==> config.mk <==
export PLATFORM = sky130hd
export DESIGN_NAME = mat_rd_stream_flat
export DESIGN_NICKNAME = d
export VERILOG_FILES = /design/src/rtl/mat_pkg.sv /design/src/rtl/mat_rd_stream_if.sv /design/src/rtl/mat_rd_fifo.sv /design/src/rtl/mat_rd_stream.sv /design/src/flat_wrapper.sv
export SDC_FILE = /design/constraint.sdc
export NUM_CORES = 1
export LEC_CHECK = 0
export BUFFER_PORTS_ARGS = -buffer_cell sky130_fd_sc_hd__buf_4
export CORE_MARGIN = 4
export CORE_UTILIZATION = 35
export DETAILED_ROUTE_END_ITERATION = 8
export PLACE_DENSITY = 0.59
export SLEW_MARGIN = 10
export SYNTH_ARGS = -nofsm -noshare
export SYNTH_HDL_FRONTEND = slang
export SYNTH_SLANG_ARGS = --single-unit
==> constraint.sdc <==
create_clock -name clk -period 2.85 [get_ports clk]
set_clock_uncertainty 0.2 [all_clocks]
set_input_delay 0.4275 -clock clk [delete_from_list [all_inputs] [get_ports clk]]
set_output_delay 0.4275 -clock clk [all_outputs]
set_load 0.005 [all_outputs]
==> src/rtl/mat_pkg.sv <==
// mat_pkg: shared types and constants for the matrix streaming stages.
package mat_pkg;
   typedef enum logic [1:0] {IDLE, RUN, DRAIN} state_t;
   localparam int RD_LAT     = 2;
   localparam int FIFO_DEPTH = 4;
   localparam int FIFO_AW    = $clog2(FIFO_DEPTH);
   localparam int FIFO_CW    = $clog2(FIFO_DEPTH + 1);
endpackage

==> src/rtl/mat_rd_stream_if.sv <==
// mat_rd_stream_if: valid/ready element stream carrying line and matrix end markers.
interface mat_rd_stream_if #(parameter int DATA = 16);
   logic [DATA-1:0] data;
   logic            valid;
   logic            ready;
   logic            last;
   logic            eom;
   modport master (output data, valid, last, eom, input ready);
   modport slave  (input data, valid, last, eom, output ready);
endinterface

==> src/rtl/mat_rd_fifo.sv <==
// mat_rd_fifo: FIFO_DEPTH-entry synchronous FIFO with occupancy count.
module mat_rd_fifo
   import mat_pkg::*;
#(
   parameter int W = 18
) (
   input  logic               clk,
   input  logic               rst,
   input  logic               i_push,
   input  logic [W-1:0]       i_din,
   input  logic               i_pop,
   output logic [W-1:0]       o_dout,
   output logic               o_empty,
   output logic [FIFO_CW-1:0] o_count
);
   localparam logic [FIFO_CW-1:0] FULL = FIFO_CW'(FIFO_DEPTH);
   logic [W-1:0]       r_mem [FIFO_DEPTH];
   logic [FIFO_AW-1:0] r_wp, r_rp;
   logic [FIFO_CW-1:0] r_cnt;
   logic               w_push, w_pop;
   assign w_push  = i_push && r_cnt != FULL;
   assign w_pop   = i_pop && r_cnt != '0;
   assign o_dout  = r_mem[r_rp];
   assign o_empty = r_cnt == '0;
   assign o_count = r_cnt;
   always_ff @(posedge clk) begin
      if (rst) begin
         r_wp  <= '0;
         r_rp  <= '0;
         r_cnt <= '0;
      end else begin
         r_wp  <= w_push ? r_wp + FIFO_AW'(1) : r_wp;
         r_rp  <= w_pop ? r_rp + FIFO_AW'(1) : r_rp;
         r_cnt <= r_cnt + FIFO_CW'(w_push) - FIFO_CW'(w_pop);
      end
   end
   always_ff @(posedge clk) begin
      if (w_push) r_mem[r_wp] <= i_din;
   end
endmodule

==> src/rtl/mat_rd_stream.sv <==
// mat_rd_stream: streams a whole matrix from RAM port B as a valid/ready element stream.
// Define MAT_RD_TRANSPOSE_EN to add the transpose input for column-major traversal.
module mat_rd_stream
   import mat_pkg::*;
#(
   parameter int DATA = 16,
   parameter int ADDR = 5,
   parameter int COLB = 3
) (
   input  logic            clk,
   input  logic            rst,
   input  logic            start,
`ifdef MAT_RD_TRANSPOSE_EN
   input  logic            transpose,
`endif
   output logic            busy,
   output logic            done,
   output logic [ADDR-1:0] ram_addr,
   output logic            ram_we,
   input  logic [DATA-1:0] ram_dout,
   mat_rd_stream_if.master m
);
   localparam int ROWB = ADDR - COLB;
   localparam logic [ADDR-1:0] LAST_IDX = '1;
   if (!(ADDR > COLB && COLB >= 1)) begin : g_bad_geometry
      $error("mat_rd_stream: ADDR > COLB >= 1 required");
   end
   state_t             r_state, w_state;
   logic [ADDR-1:0]    r_cnt, w_addr;
   logic [RD_LAT-1:0]  r_v, r_l, r_e;
   logic               w_tr, w_issue, w_credit, w_inner_last, w_drained;
   logic               w_empty;
   logic [FIFO_CW-1:0] w_count, w_occ;
   logic [DATA+1:0]    w_head;
`ifdef MAT_RD_TRANSPOSE_EN
   logic r_tr;
   assign w_tr = (r_state == IDLE) ? transpose : r_tr;
   always_ff @(posedge clk) begin
      if (rst) r_tr <= 1'b0;
      else if (r_state == IDLE && start) r_tr <= transpose;
   end
`else
   assign w_tr = 1'b0;
`endif
   // r_cnt is {outer, inner}; transposed passes swap the fields to form {row, col}
   assign w_addr       = w_tr ? {r_cnt[ROWB-1:0], r_cnt[ADDR-1:ROWB]} : r_cnt;
   assign w_inner_last = w_tr ? &r_cnt[ROWB-1:0] : &r_cnt[COLB-1:0];
   assign w_occ        = w_count + FIFO_CW'(r_v[0]) + FIFO_CW'(r_v[1]);
   assign w_credit     = w_occ < FIFO_CW'(FIFO_DEPTH);
   assign w_drained    = w_empty && r_v == '0;
   always_comb begin
      w_state = r_state;
      w_issue = 1'b0;
      done    = 1'b0;
      case (r_state)
         IDLE: begin
            w_issue = start;
            w_state = start ? RUN : IDLE;
         end
         RUN: begin
            w_issue = w_credit;
            w_state = (w_credit && r_cnt == LAST_IDX) ? DRAIN : RUN;
         end
         DRAIN: begin
            done    = w_drained;
            w_state = w_drained ? IDLE : DRAIN;
         end
         default: w_state = IDLE;
      endcase
   end
   // r_v[0]: address on the RAM bus this cycle; r_v[1]: RAM data valid this cycle
   always_ff @(posedge clk) begin
      if (rst) begin
         r_state  <= IDLE;
         r_cnt    <= '0;
         r_v      <= '0;
         r_l      <= '0;
         r_e      <= '0;
         ram_addr <= '0;
      end else begin
         r_state  <= w_state;
         r_v      <= {r_v[0], w_issue};
         r_l      <= {r_l[0], w_issue && w_inner_last};
         r_e      <= {r_e[0], w_issue && r_cnt == LAST_IDX};
         r_cnt    <= w_issue ? r_cnt + ADDR'(1) : r_cnt;
         ram_addr <= w_issue ? w_addr : ram_addr;
      end
   end
   mat_rd_fifo #(.W(DATA + 2)) u_fifo (
      .clk     (clk),
      .rst     (rst),
      .i_push  (r_v[1]),
      .i_din   ({r_e[1], r_l[1], ram_dout}),
      .i_pop   (m.valid && m.ready),
      .o_dout  (w_head),
      .o_empty (w_empty),
      .o_count (w_count)
   );
   assign busy    = r_state != IDLE;
   assign ram_we  = 1'b0;
   assign m.valid = !w_empty;
   assign m.data  = w_empty ? '0 : w_head[DATA-1:0];
   assign m.last  = !w_empty && w_head[DATA];
   assign m.eom   = !w_empty && w_head[DATA+1];
endmodule

==> src/flat_wrapper.sv <==
// flat-port wrapper written by rule: the top's interface ports become plain ports
module mat_rd_stream_flat import mat_pkg::*;
#(
   parameter int DATA = 16,
   parameter int ADDR = 5,
   parameter int COLB = 3
)
  (clk, rst, start, busy, done, ram_addr, ram_we, ram_dout, m_data, m_valid, m_last, m_eom, m_ready);
  mat_rd_stream_if #(.DATA(DATA)) m_i ();
  input  logic clk;
  input  logic rst;
  input  logic start;
  output logic busy;
  output logic done;
  output logic [ADDR-1:0] ram_addr;
  output logic ram_we;
  input  logic [DATA-1:0] ram_dout;
  output wire logic [$bits(m_i.data)-1:0] m_data;
  output wire logic [$bits(m_i.valid)-1:0] m_valid;
  output wire logic [$bits(m_i.last)-1:0] m_last;
  output wire logic [$bits(m_i.eom)-1:0] m_eom;
  input wire logic [$bits(m_i.ready)-1:0] m_ready;
  assign m_data = m_i.data;
  assign m_valid = m_i.valid;
  assign m_last = m_i.last;
  assign m_eom = m_i.eom;
  assign m_i.ready = m_ready;
  mat_rd_stream #(.DATA(DATA), .ADDR(ADDR), .COLB(COLB)) u_core (.clk(clk), .rst(rst), .start(start), .busy(busy), .done(done), .ram_addr(ram_addr), .ram_we(ram_we), .ram_dout(ram_dout), .m(m_i));
endmodule
==> metrics.cfg, run 1 <==
[placement]
dp_hpwl_mm=4.32
gp_congestion=0.734
place.port_buffers=45

[finish]
drive_gt1_share_pct=30.1
nets=335
area_growth_pct=19.0
fillerInstances=1014
num_antenna_cells=0

[critical_path]
criticalPathCategory=reg -> out
critPathArrivalTime_ns=2.04
slowest_stage=dfxtp_1
critical_path.cell_chain=or3_1 > buf_4 > or3_1 > nor3b_1 > buf_4
end_kind=output port
cpPeakStageDelay_ns=0.39
rrSetupSlack_ns=0.36
worstPathRequired_ns=2.22
crit_fanout=21
cp-start-kind=register

[timing]
slew-limit-headroom_pct=63.0
hold_viol_final=0
finalCritPeriodShare_pct=93.6
tightest_slew_ns=0.555
rsz0062_at_grt=no
drv_slew=0
max_freq_mhz=375
fin_crit_ns=2.67
holdWs_ns=0.0921
fin_tns_setup_ns=0
setup_viol=0

[detailed_routing]
via_per_inst=4.80
drcViolationCount=0
totalWireLength_mm=6.70
drt-pass1-iter-count=4
wl_per_cell_um=14.9
vias=2157
drt-initial-drc-count=118
detail-route-antenna-nets=0

[pwr]
finalPower_w=0.00372
power.density_nw_per_um2=779
power_leakage_nw=1.72
peakVddDrop_v=0.000357

[run]
drv_cap=0

[logic_synthesis]
yosysWarnings=0
yosysSeqAreaShare_pct=67.4
synth-seq-cells=99
synthAdderAreaFrac_pct=3.62
yosys.area_share.simple_pct=9.68
syn-instance-count=253
synth_area_um2=4010
synth_mux_area_share_pct=11.6
synth_top_family_by_area=multiplexers
syn_nets=284
syn_area_per_cell_um2=15.8
synth-xor-area-share_pct=1.09
synth_compound_area_share_pct=3.84
yosysUniqueCellTypes=41

[clocking]
cts_buffer_depth=2
cts_root_buffer=clkbuf_16
ctsHtreeMaxLevel=3
cts_tree=done
clkSinkCount=99
post_cts_buffers=0
cts-buffers-inserted=9
clock_latency_ns=0.33
cts.hold.buffers_added=0
clkTransAtPathRegs_ns=0.06

[floorplan]
die-area_um2=13200
fp.dieH_um=115
start_util_pct=36.3
die_width_um=115
rows=38
io_pins=47
fp.coreArea_um2=11000

[global_routing]
grt_pass1_wl_mm=10.6
grt_max_degree=28
grt_pass1_vias=2056
antenna_found_initial=0
grtUsageTotal_pct=10.5
grt-ovfl-total=0

[worst_hold_path]
hold_class=in -> reg

[status]
status=completed

==> worst paths after layout <==
kind | start | endpoint | cells after the start
setup / recovery | u_core.u_fifo.o_count[1] | done | 5
hold / removal | ram_dout[0] | u_core.u_fifo.r_mem[1][0] | 1
setup reg to reg | u_core.u_fifo.o_count[1] | u_core.u_fifo.o_count[2] | 10
hold reg to reg | u_core.r_e[0] | u_core.r_e[1] | 1
==> cell usage after synthesis <==
| library cell | instances | share of area, % |
|---|---|---|
| nand4b_1 | 1 | 0.22 |
| a21oi_2 | 1 | 0.22 |
| mux2i_1 | 1 | 0.25 |
| ha_1 | 10 | 3.1 |
| mux2i_4 | 1 | 0.56 |
| nor4b_1 | 1 | 0.22 |
| or3b_2 | 1 | 0.22 |
| a21o_1 | 2 | 0.37 |
| o21ai_0 | 9 | 1.1 |
| fa_1 | 1 | 0.50 |
| nand2_1 | 1 | 0.094 |
| and2_1 | 23 | 3.6 |
| a21oi_1 | 12 | 1.5 |
| clkbuf_2 | 1 | 0.12 |
| edfxtp_1 | 72 | 54 |
| or2_2 | 1 | 0.16 |
| xor2_1 | 2 | 0.44 |
| buf_2 | 1 | 0.12 |
| clkbuf_1 | 5 | 0.47 |
| and3_1 | 1 | 0.16 |
| buf_4 | 3 | 0.56 |
| nor2b_1 | 5 | 0.78 |
| inv_1 | 7 | 0.66 |
| mux2_2 | 1 | 0.28 |
| or3b_4 | 1 | 0.28 |
| mux2_4 | 1 | 0.37 |
| o311a_1 | 1 | 0.25 |
| or3_1 | 2 | 0.31 |
| nand3b_1 | 2 | 0.37 |
| o21a_1 | 1 | 0.19 |
| nand3_1 | 11 | 1.4 |
| mux4_2 | 18 | 10 |
| buf_1 | 2 | 0.19 |
| xnor2_1 | 3 | 0.66 |
| nor3_1 | 1 | 0.12 |
| a21boi_1 | 1 | 0.19 |
| nor2_1 | 13 | 1.2 |
| dfxtp_1 | 27 | 13 |
| nor3b_1 | 3 | 0.56 |
| conb_1 | 1 | 0.094 |
| buf_6 | 2 | 0.56 |
==> cells in the final DEF (no fill, tap or decap), types with 2 or more instances in the layout <==
cell type / Yosys / layout
inv_1: 7 / 7
ha_1: 10 / 10
xnor2_1: 3 / 3
nor3b_1: 3 / 3
nor2b_1: 5 / 5
nand3b_1: 2 / 2
clkinv_2: 0 / 3
nor2_1: 13 / 13
xor2_1: 2 / 2
nand3_1: 11 / 11
dfxtp_1: 27 / 26
mux4_2: 18 / 18
or3_1: 2 / 2
clkinv_1: 0 / 2
and2_1: 23 / 23
edfxtp_1: 72 / 72
buf_4: 3 / 54
o21ai_0: 9 / 9
a21oi_1: 12 / 12
a21o_1: 2 / 2
clkbuf_16: 0 / 9
==> through the flow <==
| step | area [um^2] | cells | utilization (%) | setup WS (ns) |
|---|---|---|---|---|
| after floorplan | 4010 | 253 | - | 0.363 |
| after global placement | 4510 | 433 | 40.9 | 0.359 |
| after detailed placement | 4510 | 433 | 40.9 | 0.339 |
| after CTS | 4770 | 449 | 43.2 | 0.114 |
| after global routing | 4770 | 449 | 43.2 | 0.0275 |
| final | 4770 | 449 | 43.2 | 0.183 |
==> report_power, final <==
part / total, W / switching [W] / internal [W]
logic: 0.000969 / 0.000430 / 0.000539
registers: 0.00169 / 0.0000589 / 0.00163
clock network: 0.00105 / 0.000470 / 0.000583
==> cell families (layout without fill, tap and decap cells) <==
group | after synthesis | in the layout
muxes | 22 | 22
adders and majority gates | 11 | 11
DFF | 99 | 99
xor gates and xnor gates | 5 | 5
other | 1 | 1
and+or+nand+nor | 67 | 67
buffers and inverters | 21 | 77
AOI/OAI and AO/OA | 27 | 27
==> layout make-up <==
type	count	area [um^2]	share of cell area [%]
flip-flops and latches	99	2700	56.7
multi-input cells	133	1200	25.1
repair buffers	54	405	8.50
clock buffers	10	229	4.80
well taps	140	175	3.67
clock inverters	6	31.3	0.656
inverters	7	26.3	0.551
==> timing repair <==
item,CTS,global route
resized for setup,0,1
hold endpoints to repair,0,0
setup endpoints to repair,0,1
==> critical path: cells and delay by family, from the launching register on <==
kind          cells  cell delay (ns)
simple gates      3             0.96
flops             1             0.39
buf+inv           2             0.36
==> flip-flops by register name, summed over array words and instances (netlist names), named ones only <==
name,count
u_core.r_e,2
u_core.u_fifo.r_rp,2
u_core.r_state,2
u_core.r_v,2
u_core.u_fifo.r_mem,72
u_core.u_fifo.r_wp,2
u_core.u_fifo.o_count,3
u_core.r_l,2
u_core.r_cnt,5
u_core.ram_addr,5
==> per-layer routing <==
metal	GRT usage (%)	part of all wire (%)
met5	0	0
met4	4.46	1.6
met3	3.37	4.9
met2	16.6	48
met1	13.4	46
No activity file was read; power rests on OpenSTA's default activity.
==> inputs of run 2 (changes only) <==
Settings changed: BUFFER_PORTS_ARGS -buffer_cell sky130_fd_sc_hd__buf_4 to -buffer_cell sky130_fd_sc_hd__buf_2.
==> metrics.cfg, run 2 (synthesized netlist as in run 1, its figures left out) <==
[clocking]
cts-buffers-inserted=9  ; unchanged
cts_tree=done  ; unchanged
clkSinkCount=99  ; unchanged
post_cts_resized=0  ; unchanged
cts.hold.buffers_added=0  ; unchanged
cts_buffer_depth=2  ; unchanged
ctsHtreeMaxLevel=3  ; unchanged
cts_root_buffer=clkbuf_16  ; unchanged
clkTransAtPathRegs_ns=0.07  ; was 0.06 ns
clock_latency_ns=0.34  ; was 0.33 ns
post_cts_buffers=0  ; unchanged

[detailed_routing]
totalWireLength_mm=6.94  ; was 6.70 mm
drt-initial-drc-count=97  ; was 118
vias=2176  ; was 2157
wl_per_cell_um=15.5  ; was 14.9 um
top_layer=met4  ; unchanged
via_per_inst=4.85  ; was 4.80
drcViolationCount=0  ; unchanged
detail-route-antenna-nets=0  ; unchanged
met1_length_mm=3.03  ; was 3.07 mm
wl_met2_mm=3.39  ; was 3.19 mm
routed-wl-met3_um=465  ; was 328 um
drt-pass1-iter-count=4  ; unchanged

[pwr]
finalPower_w=0.00372  ; about the same
power.density_nw_per_um2=793  ; was 779 nW/um^2
power_leakage_nw=1.70  ; was 1.72 nW
power_frac_comb_pct=24.2  ; was 26.1%
power.internal_w=0.00270  ; was 0.00276 W
peakVddDrop_v=0.000400  ; was 0.000357 V
sw_frac_of_total_pct=27.4  ; was 25.8%
p_clk_share_pct=30.3  ; was 28.4%
p_sw_w=0.00102  ; was 0.000959 W
power_frac_seq_pct=45.5  ; was 45.6%

[floorplan]
io_pins=47  ; unchanged
die-area_um2=13200  ; unchanged
rows=38  ; unchanged
start_util_pct=36.3  ; unchanged
die_width_um=115  ; unchanged
fp.dieH_um=115  ; unchanged
fp.coreArea_um2=11000  ; unchanged

[timing]
finalCritPeriodShare_pct=94.5  ; was 93.6%
rsz0062_at_grt=no  ; unchanged
max_freq_mhz=371  ; was 375 MHz
hold_viol_final=0  ; unchanged
drv_slew=0  ; unchanged
fin_crit_ns=2.69  ; was 2.67 ns
tightest_slew_ns=0.629  ; was 0.555 ns
slew-limit-headroom_pct=58.1  ; was 63.0%
fin_tns_setup_ns=0  ; unchanged
setup_viol=0  ; unchanged

[placement]
dp_cells=433  ; unchanged
gp_congestion=0.717  ; was 0.734
place.port_buffers=45  ; unchanged
dp_hpwl_mm=4.48  ; was 4.32 mm

[critical_path]
crit_end=done  ; unchanged
r2r_cells=10  ; unchanged
worstPathRequired_ns=2.22  ; about the same
slowest_stage=or3_1  ; was dfxtp_1
rrSetupSlack_ns=0.28  ; was 0.36 ns
r2r_start=u_core.u_fifo.o_count[2]  ; was u_core.u_fifo.o_count[1]
end_kind=output port  ; unchanged
crit_top_cell=or3_1
cp-start-kind=register  ; unchanged
r2r-end=u_core.u_fifo.o_count[2]  ; unchanged
critical_path.cell_chain=or3_1 > buf_4 > or3_1 > nor3b_1 > buf_2  ; was or3_1 > buf_4 > or3_1 > nor3b_1 > buf_4
critPathLaunch=u_core.u_fifo.o_count[2]  ; was u_core.u_fifo.o_count[1]
criticalPathCategory=reg -> out  ; unchanged
cpPeakStageDelay_ns=0.41  ; was 0.39 ns
crit_fanout=21  ; unchanged
critPathArrivalTime_ns=2.07  ; was 2.04 ns

[global_routing]
grt-ovfl-total=0  ; unchanged
grt_pass1_wl_mm=11.4  ; was 10.6 mm
grt_pass1_vias=2264  ; was 2056
grt_max_degree=28  ; unchanged
grtUsageTotal_pct=11.3  ; was 10.5%
antenna_found_initial=0  ; unchanged

[finish]
largest_register_ffs=72  ; unchanged
fillerInstances=1020  ; was 1014
regMostFlops=u_core.u_fifo.r_mem  ; unchanged
top_regs=u_core.u_fifo.r_mem (72), u_core.r_cnt (5), u_core.ram_addr (5)  ; unchanged
final_common_cell=edfxtp_1  ; unchanged
mostFrequentLayoutCells=edfxtp_1 (72), buf_2 (45), dfxtp_1 (27), and2_1 (23), mux4_2 (18)  ; was edfxtp_1 (72), buf_4 (54), dfxtp_1 (26), and2_1 (23), mux4_2 (18)
area_growth_pct=16.9  ; was 19.0%
num_antenna_cells=0  ; unchanged
layoutNonFillerInstCount=449  ; unchanged
nets=335  ; unchanged
drive_gt1_share_pct=30.4  ; was 30.1%

[worst_hold_path]
hold_class=in -> reg  ; unchanged

[status]
status=completed  ; unchanged

[run]
drv_cap=0  ; unchanged

run 2: cell count changes in the layout (fill, tap and decap cells not counted), sizes merged:
| cell | before | now |
|---|---|---|
| clkinv | 5 | 3 |
| clkinvlp | 0 | 1 |
| inv | 8 | 9 |
run 2: final cells by class:
| cell class | instances | area (um^2) | share of cell area [%] |
|---|---|---|---|
| well taps | 140 | 175 | 3.74 |
| clock inverters | 6 | 50.0 | 1.07 |
| flip-flops and latches | 99 | 2700 | 57.7 |
| clock buffers | 10 | 229 | 4.89 |
| multi-input cells | 133 | 1200 | 25.6 |
| repair buffers | 54 | 305 | 6.51 |
| inverters | 7 | 26.3 | 0.561 |
run 2: worst min path at each step:
stage	endpoint	slack, ns	from	cells past startpoint
2_1_floorplan	u_core.r_e[1]	0.21	u_core.r_e[0]	1
3_3_place_gp	u_core.r_l[1]	0.22	u_core.r_l[0]	1
3_5_place_dp	u_core.r_l[1]	0.23	u_core.r_l[0]	1
4_1_cts	u_core.u_fifo.r_mem[3][10]	0.09	ram_dout[10]	1
5_1_grt	u_core.u_fifo.r_mem[2][8]	0.08	ram_dout[8]	1
6_report	u_core.u_fifo.r_mem[3][10]	0.10	ram_dout[10]	1
run 2: through the flow:
| step | setup slack, ns | hold slack [ns] | util, % | area [um^2] |
|---|---|---|---|---|
| after floorplan | 0.363 | 0.214 | - | 4010 |
| after global placement | 0.348 | 0.219 | 40.0 | 4410 |
| after detailed placement | 0.281 | 0.230 | 40.0 | 4410 |
| after CTS | 0.129 | 0.0885 | 42.5 | 4690 |
| after global routing | 0.00968 | 0.0839 | 42.5 | 4690 |
| final | 0.157 | 0.102 | 42.5 | 4690 |
run 2: critical path: cells and delay by family (launching register included):
| family | cells | cell delay [ns] |
|---|---|---|
| AND/OR/NAND/NOR | 3 | 0.97 |
| flip-flops | 1 | 0.40 |
| buffers and inverters | 2 | 0.36 |
run 2: power by group through the flow:
stage          sequential (W)  combinational (W)  clock, W
6_report              0.00169           0.000898   0.00113
5_1_grt               0.00170            0.00100   0.00123
4_1_cts               0.00169           0.000931   0.00116
3_5_place_dp          0.00172           0.000923         0
3_3_place_gp          0.00172           0.000905         0
2_1_floorplan         0.00170           0.000646         0
run 2: routing by layer:
layer,track usage (%),vias up
li1,-,1041
met1,14.1,1067
met2,18.6,60
met3,4.26,8
met4,2.82,0
met5,0,-
